--- src/rtl/pe_inst_sequencer.sv ---
// Static-schedule instruction sequencer for one SCGRA processing element.
// Fetches one instruction word per cycle from a synchronous instruction RAM,
// issues data-memory read addresses and the ALU opcode so that operands and
// opcode meet at the ALU, and delays the write-back enable/address by the ALU
// latency. A Start/Done handshake frames each program run.
module pe_inst_sequencer #(
    parameter int INST_AW = 10,
    parameter int DAW     = 8,
    parameter int ALU_LAT = 8
) (
    input  logic               Clk,
    input  logic               Resetn,
    input  logic               Start,
    input  logic [INST_AW-1:0] Start_Addr,
    output logic               Busy,
    output logic               Done,
    output logic [INST_AW-1:0] Inst_Addr,
    input  logic [4*DAW+5:0]   Inst_Data,
    output logic [DAW-1:0]     Rd_Addr0,
    output logic [DAW-1:0]     Rd_Addr1,
    output logic [DAW-1:0]     Rd_Addr2,
    output logic [3:0]         OP_Sel,
    output logic               Wr_En,
    output logic [DAW-1:0]     Wr_Addr
);

    localparam int IW = 4*DAW + 6;
    localparam logic [INST_AW-1:0] PC_MAX = '1;

    typedef enum logic [1:0] {IDLE, FETCH, DRAIN} state_t;

    state_t             state;
    logic [INST_AW-1:0] pc;

    // fetch stage tags: p0 = address in PC, p1 = word on Inst_Data
    logic               fetch_vld_p0;
    logic               fetch_vld_p1;
    logic               pc_end_p1;

    // decode stage
    logic               dec_vld_p2;
    logic               dec_wb_p2;
    logic               dec_last_p2;
    logic [3:0]         dec_op_p2;
    logic [DAW-1:0]     dec_dst_p2;

    // issue stage (opcode at ALU inputs)
    logic               iss_vld_p3;
    logic               iss_wb_p3;
    logic               iss_last_p3;
    logic [DAW-1:0]     iss_dst_p3;

    // write-back delay line, last entry drives the data-memory write port
    logic [ALU_LAT-1:0] wb_en_dl;
    logic [ALU_LAT-1:0] wb_last_dl;
    logic [DAW-1:0]     wb_dst_dl [ALU_LAT];

    // instruction word fields
    logic [3:0]         word_op;
    logic [DAW-1:0]     word_src0;
    logic [DAW-1:0]     word_src1;
    logic [DAW-1:0]     word_src2;
    logic [DAW-1:0]     word_dst;
    logic               word_wb;
    logic               word_last;
    logic               word_vld;
    logic               last_hit;

    assign word_op   = Inst_Data[3:0];
    assign word_src0 = Inst_Data[4 +: DAW];
    assign word_src1 = Inst_Data[4 + DAW +: DAW];
    assign word_src2 = Inst_Data[4 + 2*DAW +: DAW];
    assign word_dst  = Inst_Data[4 + 3*DAW +: DAW];
    assign word_wb   = Inst_Data[IW-2];
    assign word_last = Inst_Data[IW-1];

    // A word fetched from the top address ends the program even without its last bit.
    assign word_vld  = fetch_vld_p1 && (state == FETCH);
    assign last_hit  = word_vld && (word_last || pc_end_p1);

    assign Inst_Addr = pc;
    assign Wr_En     = wb_en_dl[ALU_LAT-1];
    assign Wr_Addr   = wb_dst_dl[ALU_LAT-1];

    // Control FSM: start handshake, PC advance, fetch tags, squash and Done.
    always_ff @(posedge Clk or negedge Resetn) begin
        if (!Resetn) begin
            state        <= IDLE;
            pc           <= '0;
            fetch_vld_p0 <= 1'b0;
            fetch_vld_p1 <= 1'b0;
            pc_end_p1    <= 1'b0;
            Busy         <= 1'b0;
            Done         <= 1'b0;
        end else begin
            Done         <= 1'b0;
            fetch_vld_p1 <= fetch_vld_p0;
            pc_end_p1    <= (pc == PC_MAX);
            case (state)
                IDLE: begin
                    if (Start) begin
                        state        <= FETCH;
                        pc           <= Start_Addr;
                        fetch_vld_p0 <= 1'b1;
                        Busy         <= 1'b1;
                    end
                end
                FETCH: begin
                    if (last_hit) begin
                        // younger fetches in flight are squashed, PC holds
                        state        <= DRAIN;
                        fetch_vld_p0 <= 1'b0;
                        fetch_vld_p1 <= 1'b0;
                    end else if (fetch_vld_p0) begin
                        if (pc != PC_MAX) begin
                            pc <= pc + 1'b1;
                        end else begin
                            fetch_vld_p0 <= 1'b0;
                        end
                    end
                end
                DRAIN: begin
                    if (wb_last_dl[ALU_LAT-1]) begin
                        state <= IDLE;
                        Busy  <= 1'b0;
                        Done  <= 1'b1;
                    end
                end
                default: begin
                    state <= IDLE;
                end
            endcase
        end
    end

    // Decode: capture valid words and drive the data-memory read addresses.
    always_ff @(posedge Clk or negedge Resetn) begin
        if (!Resetn) begin
            dec_vld_p2  <= 1'b0;
            dec_wb_p2   <= 1'b0;
            dec_last_p2 <= 1'b0;
            dec_op_p2   <= '0;
            dec_dst_p2  <= '0;
            Rd_Addr0    <= '0;
            Rd_Addr1    <= '0;
            Rd_Addr2    <= '0;
        end else begin
            dec_vld_p2  <= word_vld;
            dec_last_p2 <= last_hit;
            if (word_vld) begin
                dec_op_p2  <= word_op;
                dec_wb_p2  <= word_wb;
                dec_dst_p2 <= word_dst;
                Rd_Addr0   <= word_src0;
                Rd_Addr1   <= word_src1;
                Rd_Addr2   <= word_src2;
            end
        end
    end

    // Issue: opcode reaches the ALU together with the operands read last cycle.
    always_ff @(posedge Clk or negedge Resetn) begin
        if (!Resetn) begin
            OP_Sel      <= '0;
            iss_vld_p3  <= 1'b0;
            iss_wb_p3   <= 1'b0;
            iss_last_p3 <= 1'b0;
            iss_dst_p3  <= '0;
        end else begin
            OP_Sel      <= dec_vld_p2 ? dec_op_p2 : 4'd0;
            iss_vld_p3  <= dec_vld_p2;
            iss_wb_p3   <= dec_vld_p2 && dec_wb_p2;
            iss_last_p3 <= dec_last_p2;
            iss_dst_p3  <= dec_dst_p2;
        end
    end

    // Write-back delay line: matches the ALU latency so Wr_En meets Data_Out.
    always_ff @(posedge Clk or negedge Resetn) begin
        if (!Resetn) begin
            wb_en_dl   <= '0;
            wb_last_dl <= '0;
            for (int i = 0; i < ALU_LAT; i++) begin
                wb_dst_dl[i] <= '0;
            end
        end else begin
            wb_en_dl[0]   <= iss_vld_p3 && iss_wb_p3;
            wb_last_dl[0] <= iss_vld_p3 && iss_last_p3;
            wb_dst_dl[0]  <= iss_dst_p3;
            for (int i = 1; i < ALU_LAT; i++) begin
                wb_en_dl[i]   <= wb_en_dl[i-1];
                wb_last_dl[i] <= wb_last_dl[i-1];
                wb_dst_dl[i]  <= wb_dst_dl[i-1];
            end
        end
    end

endmodule

--- config.mk ---
export PLATFORM = sky130hd
export DESIGN_NAME = pe_inst_sequencer
export DESIGN_NICKNAME = d
export VERILOG_FILES = /design/src/rtl/pe_inst_sequencer.sv
export SDC_FILE = /design/constraint.sdc
export NUM_CORES = 1
export LEC_CHECK = 0
export CAP_MARGIN = 20
export CORE_ASPECT_RATIO = 0.7
export CORE_MARGIN = 1
export CORE_UTILIZATION = 25
export CTS_BUF_LIST = sky130_fd_sc_hd__clkbuf_2 sky130_fd_sc_hd__clkbuf_4 sky130_fd_sc_hd__clkbuf_8
export CTS_CLUSTER_SIZE = 10
export DETAILED_ROUTE_END_ITERATION = 7
export PLACE_DENSITY = 0.51
export SETUP_SLACK_MARGIN = 0.1
export SLEW_MARGIN = 10
export SYNTH_ARGS = -nofsm -noshare
export SYNTH_HDL_FRONTEND = slang
export SYNTH_SLANG_ARGS = --single-unit
--- constraint.sdc ---
create_clock -name Clk -period 2.4 [get_ports Clk]
set_input_delay 0.36 -clock Clk [delete_from_list [all_inputs] [get_ports Clk]]
set_output_delay 0.36 -clock Clk [all_outputs]
set_load 0.02 [all_outputs]
==> flow_metrics.env, run 1 <==
export IMPL_drt_iter0_markers=182
export IMPL_grt_usage_pct=9.530
export IMPL_routed_via_density=4.025
export IMPL_start_util_pct=25.74
export IMPL_clock_sinks=151
export IMPL_cp_slowest_cell="clkdlybuf4s50_1"
export IMPL_firstDrtPassIters=4
export IMPL_crit_chain="clkdlybuf4s50_1"
export IMPL_clk_pin_slew_worst_paths_ps=100
export IMPL_cts_buffer_depth=2
export IMPL_crit_path_end_kind="primary output"
export IMPL_r2r_setup_slack_ps=570
export IMPL_cp_startpoint="Inst_Addr[4]$_DFFE_PN0P_"
export IMPL_layout_nets=453
export IMPL_async_flop_share_pct=100.0
export IMPL_dieHeight_um=119.1
export IMPL_routed_wl_um=8545
export IMPL_min_path_type="reg -> reg"
export IMPL_clk_insertion_delay_late_ps=440
export IMPL_holdBufCountCts=1
export IMPL_ys_types=35
export IMPL_synth_xor_area_share_pct=0
export IMPL_syn_num_nets=347
export IMPL_criticalPathCategory="reg -> out"
export IMPL_gp_congestion=0.7047
export IMPL_peakVddDrop_v=0.0005155
export IMPL_layout_common_cells="dfrtp_1, clkdlybuf4s50_1, mux2_2, clkbuf_8, a211oi_1"
export IMPL_crit_path_start_kind="flop"
export IMPL_p_leak_nw=2.838
export IMPL_drv_cap=0
export IMPL_dieArea_mm2=0.02016
export IMPL_layout_commonest_cell="dfrtp_1"
export IMPL_critical_path_buf_inv_count=1
export IMPL_drt_wirelength_per_cell_um=12.60
export IMPL_rsz0062_at_grt="no"
export IMPL_final_antenna_net_count=0
export IMPL_synth_edf_count=0
export IMPL_core_area_mm2=0.01902
export IMPL_slew_violations=0
export IMPL_syn_area_per_cell_um2=16.60
export IMPL_critical_path_required_ps=2040
export IMPL_antenna_found_initial=0
export IMPL_grt_max_degree=62
export IMPL_timing_rr_start="Inst_Addr[1]$_DFFE_PN0P_"
export IMPL_area_growth_pct=34.85
export IMPL_clock_skew_ps=13.45
export IMPL_die_w_um=169.3
export IMPL_io_pins=100
export IMPL_drive_gt1_share_pct=21.26
export IMPL_relSlewSlack_pct=63.62
export IMPL_vias=2729
export IMPL_diodes=0
export IMPL_worstPathArrival_ps=1680
export IMPL_synth_top_family_by_area="multiplexers"
export IMPL_synth_compound_area_share_pct=6.438
export IMPL_synth_area_mm2=0.004897
export IMPL_setup_viol=0
export IMPL_crit_family="buffers and inverters"
export IMPL_hold_path_startpoint="wb_en_dl[2]$_DFF_PN0_"
export IMPL_syn_inst=295
export IMPL_h_tree_depth=4
export IMPL_tightestPinTransition_ps=545.6
export IMPL_cts_repair_resized=0
export IMPL_postCtsSetupBuffers=0
export IMPL_power_density_mw_per_mm2=1377
export IMPL_synthFlopType="dfrtp_1"
export IMPL_finalSetupTns_ps=0
export IMPL_min_period_ps=2040
export IMPL_pre_cts_slack_ps=579.0
export IMPL_synth_warnings=0
export IMPL_drt_drc_violations_left=0
export IMPL_grt_pass1_vias=2895
export IMPL_yosysSeqAreaShare_pct=77.16
export IMPL_dp_hpwl_um=5478
export IMPL_synthMuxAreaShare_pct=8.815
export IMPL_cts_root_buf="clkbuf_8"
export IMPL_grt_pass1_wl_um=14460
export IMPL_num_rows=42
export IMPL_setup_slack_ps=360.0
export IMPL_synth_simple_area_share_pct=4.267
export IMPL_gr_total_overflow=0
export IMPL_cts_buffers=17
export IMPL_fin_cells=678
export IMPL_crit_fanout=10
export IMPL_hold_violations=0
export IMPL_synthAdderAreaFrac_pct=0.2555
export IMPL_max_stage_delay_ps=680
export IMPL_dp_cells=645
export IMPL_timing_final_crit_share_pct=85.00
export IMPL_cts_tree="yes"
export IMPL_fmax_ghz=0.4902
export IMPL_run_status="finished, final reports clean"
export IMPL_synth_seq_cells=151
export IMPL_io_buffers=99
## layer usage
metal	track usage (%)	wire length, µm	share of wire (%)
met1	11.88	3870	45
met3	4.985	792	9.3
met5	0	0	0
met4	4.673	142	1.7
met2	13.43	3740	44
## metrics by stage
stage               hold WS [ps]  util, %  total power [mW]  area, µm²
floorplan                  64.41        -             5.964       4897
global placement           331.4    32.45             7.058       6172
detailed placement         334.7    32.45             7.164       6172
CTS                        340.9    34.71             9.227       6604
global route               351.8    34.71             9.680       6604
finish                     341.3    34.71             9.095       6604
## cell type report
class,count,area [µm²]
well taps,264,330.3
clock buffers,18,247.7
multi-input cells,118,970.9
clock inverters,14,173.9
flip-flops and latches,151,3779
inverters,6,22.52
fillers,1857,12420
repair buffers,107,1080
## worst reg2reg max path, delay by kind of cell (launching register included)
family          cells  cell delay (ps)
compound gates      3              600
buf+inv             1              210
flops               1              470
fa+ha+maj           1              290
simple gates        1              190
## registers in the layout, indices dropped and copies added (netlist names), 2 cells and up
name,cells
Rd_Addr2,8
wb_en_dl,8
wb_last_dl,8
state,2
OP_Sel,4
Wr_Addr,8
dec_op_p2,4
Rd_Addr0,8
dec_dst_p2,8
Inst_Addr,10
iss_dst_p3,8
wb_dst_dl,56
Rd_Addr1,8
## path summary, 6_finish.rpt
| check | depth (start not counted) | endpoint |
|---|---|---|
| min in group asynchronous | 2 | Wr_Addr[6]$_DFF_PN0_ |
| max | 1 | Inst_Addr[4] |
| max in group asynchronous | 3 | wb_last_dl[0]$_DFF_PN0_ |
| max reg2reg | 6 | Inst_Addr[0]$_DFFE_PN0P_ |
| min reg2reg | 0 | wb_en_dl[3]$_DFF_PN0_ |
| min | 0 | wb_en_dl[3]$_DFF_PN0_ |
## kinds of logic after synthesis
family	after synthesis
AO/OA/AOI/OAI	42
adder cells (fa/ha/maj)	1
buffers and inverters	26
multiplexers	38
flip-flops	151
AND/OR/NAND/NOR	37
## where the power goes
| part | internal (mW) | switching, mW |
|---|---|---|
| registers | 3.67 | 0.502 |
| clock network | 0.921 | 1.10 |
| logic | 1.49 | 1.42 |
| total | 6.08 | 3.02 |
## Yosys cell counts (3+ instances only)
cell type    n  area share [%]
inv_1        6            0.46
a211oi_1     9             1.4
nand4_1      4            0.51
a2bb2oi_1    8             1.4
dfrtp_1    151              77
nand2_1      9            0.69
clkbuf_1     5            0.38
buf_2        3            0.31
nor2_1       5            0.38
buf_4       11             1.7
a21oi_1      4            0.41
and2_1       8             1.0
o21ai_0      8            0.82
mux2_2      37             8.5
Power figures use the tool's default switching activity.
==> run 2, diff against run 1 <==
==> constraint.sdc (replaced) <==
create_clock -name Clk -period 2 [get_ports Clk]
set_input_delay 0.3 -clock Clk [delete_from_list [all_inputs] [get_ports Clk]]
set_output_delay 0.3 -clock Clk [all_outputs]
set_load 0.02 [all_outputs]
==> run 2 against run 1 <==
Design area up 0.42%. Largest power group unchanged. Clock-buffer cell count unchanged. Register-to-register slack worse by 320 ps. Largest cell class unchanged.
==> flow_metrics.env, run 2 (synthesized netlist as in run 1, its figures left out) <==
export IMPL_run_status="finished, final reports clean"
export IMPL_tightestPinTransition_ps=530.8
export IMPL_crit_path_start_kind="flop"
export IMPL_timing_final_crit_share_pct=89.84
export IMPL_h_tree_depth=4
export IMPL_top_register="wb_dst_dl"
export IMPL_cts_buffers=17
export IMPL_grt_usage_pct=9.533
export IMPL_clock_sinks=151
export IMPL_min_path_type="reg -> reg"
export IMPL_cp_slowest_cell="clkdlybuf4s50_1"
export IMPL_gp_congestion=0.7410
export IMPL_layout_commonest_cell="dfrtp_1"
export IMPL_peakVddDrop_v=0.0007109
export IMPL_diodes=0
export IMPL_clk_pin_slew_worst_paths_ps=100
export IMPL_dp_hpwl_um=5564
export IMPL_drt_iter0_markers=123
export IMPL_layout_common_cells="dfrtp_1, clkdlybuf4s50_1, mux2_2, clkbuf_8, a211oi_1"
export IMPL_critical_path_buf_inv_count=1
export IMPL_grt_pass1_wl_um=14550
export IMPL_reg2reg_depth=6
export IMPL_drive_gt1_share_pct=21.69
export IMPL_power_density_mw_per_mm2=1637
export IMPL_max_stage_delay_ps=630
export IMPL_dieHeight_um=119.1
export IMPL_cts_buffer_depth=2
export IMPL_min_period_ps=1797
export IMPL_rsz0062_at_grt="no"
export IMPL_vias=2643
export IMPL_critical_path_required_ps=1700
export IMPL_finalSetupTns_ps=0
export IMPL_worst_hold_path_num_cells=0
export IMPL_r2r_setup_slack_ps=250
export IMPL_drv_cap=0
export IMPL_cts_tree="yes"
export IMPL_relSlewSlack_pct=64.61
export IMPL_layout_nets=454
export IMPL_cts_root_buf="clkbuf_8"
export IMPL_antenna_found_initial=0
export IMPL_io_pins=100
export IMPL_fin_area_mm2=0.006631
export IMPL_drt_drc_violations_left=0
export IMPL_crit_path_end_kind="primary output"
export IMPL_hold_path_startpoint="wb_dst_dl[55]$_DFF_PN0_"
export IMPL_fmax_ghz=0.5566
export IMPL_die_w_um=169.3
export IMPL_final_antenna_net_count=0
export IMPL_r2r_end="fetch_vld_p0$_DFFE_PN0P_"
export IMPL_holdPathEnd="wb_dst_dl[47]$_DFF_PN0_"
export IMPL_slew_violations=0
export IMPL_firstDrtPassIters=4
export IMPL_criticalPathCategory="reg -> out"
export IMPL_io_buffers=99
export IMPL_area_growth_pct=35.41
export IMPL_crit_chain="clkdlybuf4s50_1"
export IMPL_worstPathArrival_ps=1500
export IMPL_grt_pass1_vias=2936
export IMPL_routed_wl_um=8503
export IMPL_routed_via_density=3.892
export IMPL_place_area_mm2=0.006180
export IMPL_num_rows=42
export IMPL_p_leak_nw=2.888
export IMPL_core_area_mm2=0.01902
export IMPL_hold_violations=0
export IMPL_gr_total_overflow=0
export IMPL_crit_family="buffers and inverters"
export IMPL_dieArea_mm2=0.02016
export IMPL_start_util_pct=25.74
export IMPL_crit_fanout=5
export IMPL_clk_insertion_delay_late_ps=450
export IMPL_clock_skew_ps=13.68
export IMPL_largest_register_ffs=56
export IMPL_grt_max_degree=53
export IMPL_setup_viol=0
export IMPL_drt_wirelength_per_cell_um=12.52
export IMPL_timing_rr_start="Inst_Addr[0]$_DFFE_PN0P_"
==> run 2: routing by layer <==
metal,vias up,wire [µm],part of all wire [%],track usage [%]
li1,1227,-,-,-
met1,1316,3766,44,11.55
met2,91,3802,45,13.61
met3,9,818,9.6,5.583
met4,0,116,1.4,4.167
met5,-,0,0,0
==> run 2: how the worst max path moves through the flow <==
| stage | slack [ps] | startpoint | cells past startpoint | end |
|---|---|---|---|---|
| after floorplan | 100 | Inst_Addr[0]$_DFFE_PN0P_ | 5 | Inst_Addr[1]$_DFFE_PN0P_ |
| after global placement | 310 | Inst_Addr[0]$_DFFE_PN0P_ | 6 | fetch_vld_p0$_DFFE_PN0P_ |
| after detailed placement | 230 | Inst_Data[37] | 6 | Inst_Addr[8]$_DFFE_PN0P_ |
| after CTS | 100 | Inst_Addr[4]$_DFFE_PN0P_ | 1 | Inst_Addr[4] |
| after global routing | 110 | Inst_Addr[1]$_DFFE_PN0P_ | 1 | Inst_Addr[1] |
| final | 200 | Inst_Addr[1]$_DFFE_PN0P_ | 1 | Inst_Addr[1] |
==> run 2: layout make-up <==
| type | instances | area [µm²] |
|---|---|---|
| clock buffer | 18 | 247.7 |
| clock inverter | 14 | 178.9 |
| fill | 1883 | 12390 |
| inverter | 6 | 22.52 |
| multi-input combinational | 118 | 970.9 |
| sequential | 151 | 3780 |
| tap | 264 | 330.3 |
| timing repair buffer | 108 | 1101 |
==> run 2: report_power, final <==
part,switching [mW],internal [mW],leakage (nW)
registers,0.591,4.40,1.81
clock network,1.29,1.10,0.216
logic,1.70,1.77,0.864
total,3.58,7.28,2.89
==> run 2: what timing repair did <==
action                                  CTS  global route
hold buffers                              1             0
endpoints found under the setup margin    2             6
endpoints found under the hold margin    49             0
setup buffers                             0             0
gates resized for setup                   2             6
==> run 2: per-stage QoR <==
step / hold slack (ps) / utilization, % / worst slack, ps / power (mW) / instances
after CTS: 342.8 / 34.78 / 95.72 / 11.05 / 679
after global routing: 342.7 / 34.86 / 110.4 / 11.56 / 679
after global placement: 280.8 / 32.48 / 310.6 / 8.469 / 646
final: 337.1 / 34.86 / 203.3 / 10.86 / 679
after detailed placement: 285.2 / 32.48 / 225.6 / 8.607 / 646
after floorplan: 4.409 / - / 100.2 / 7.157 / 295
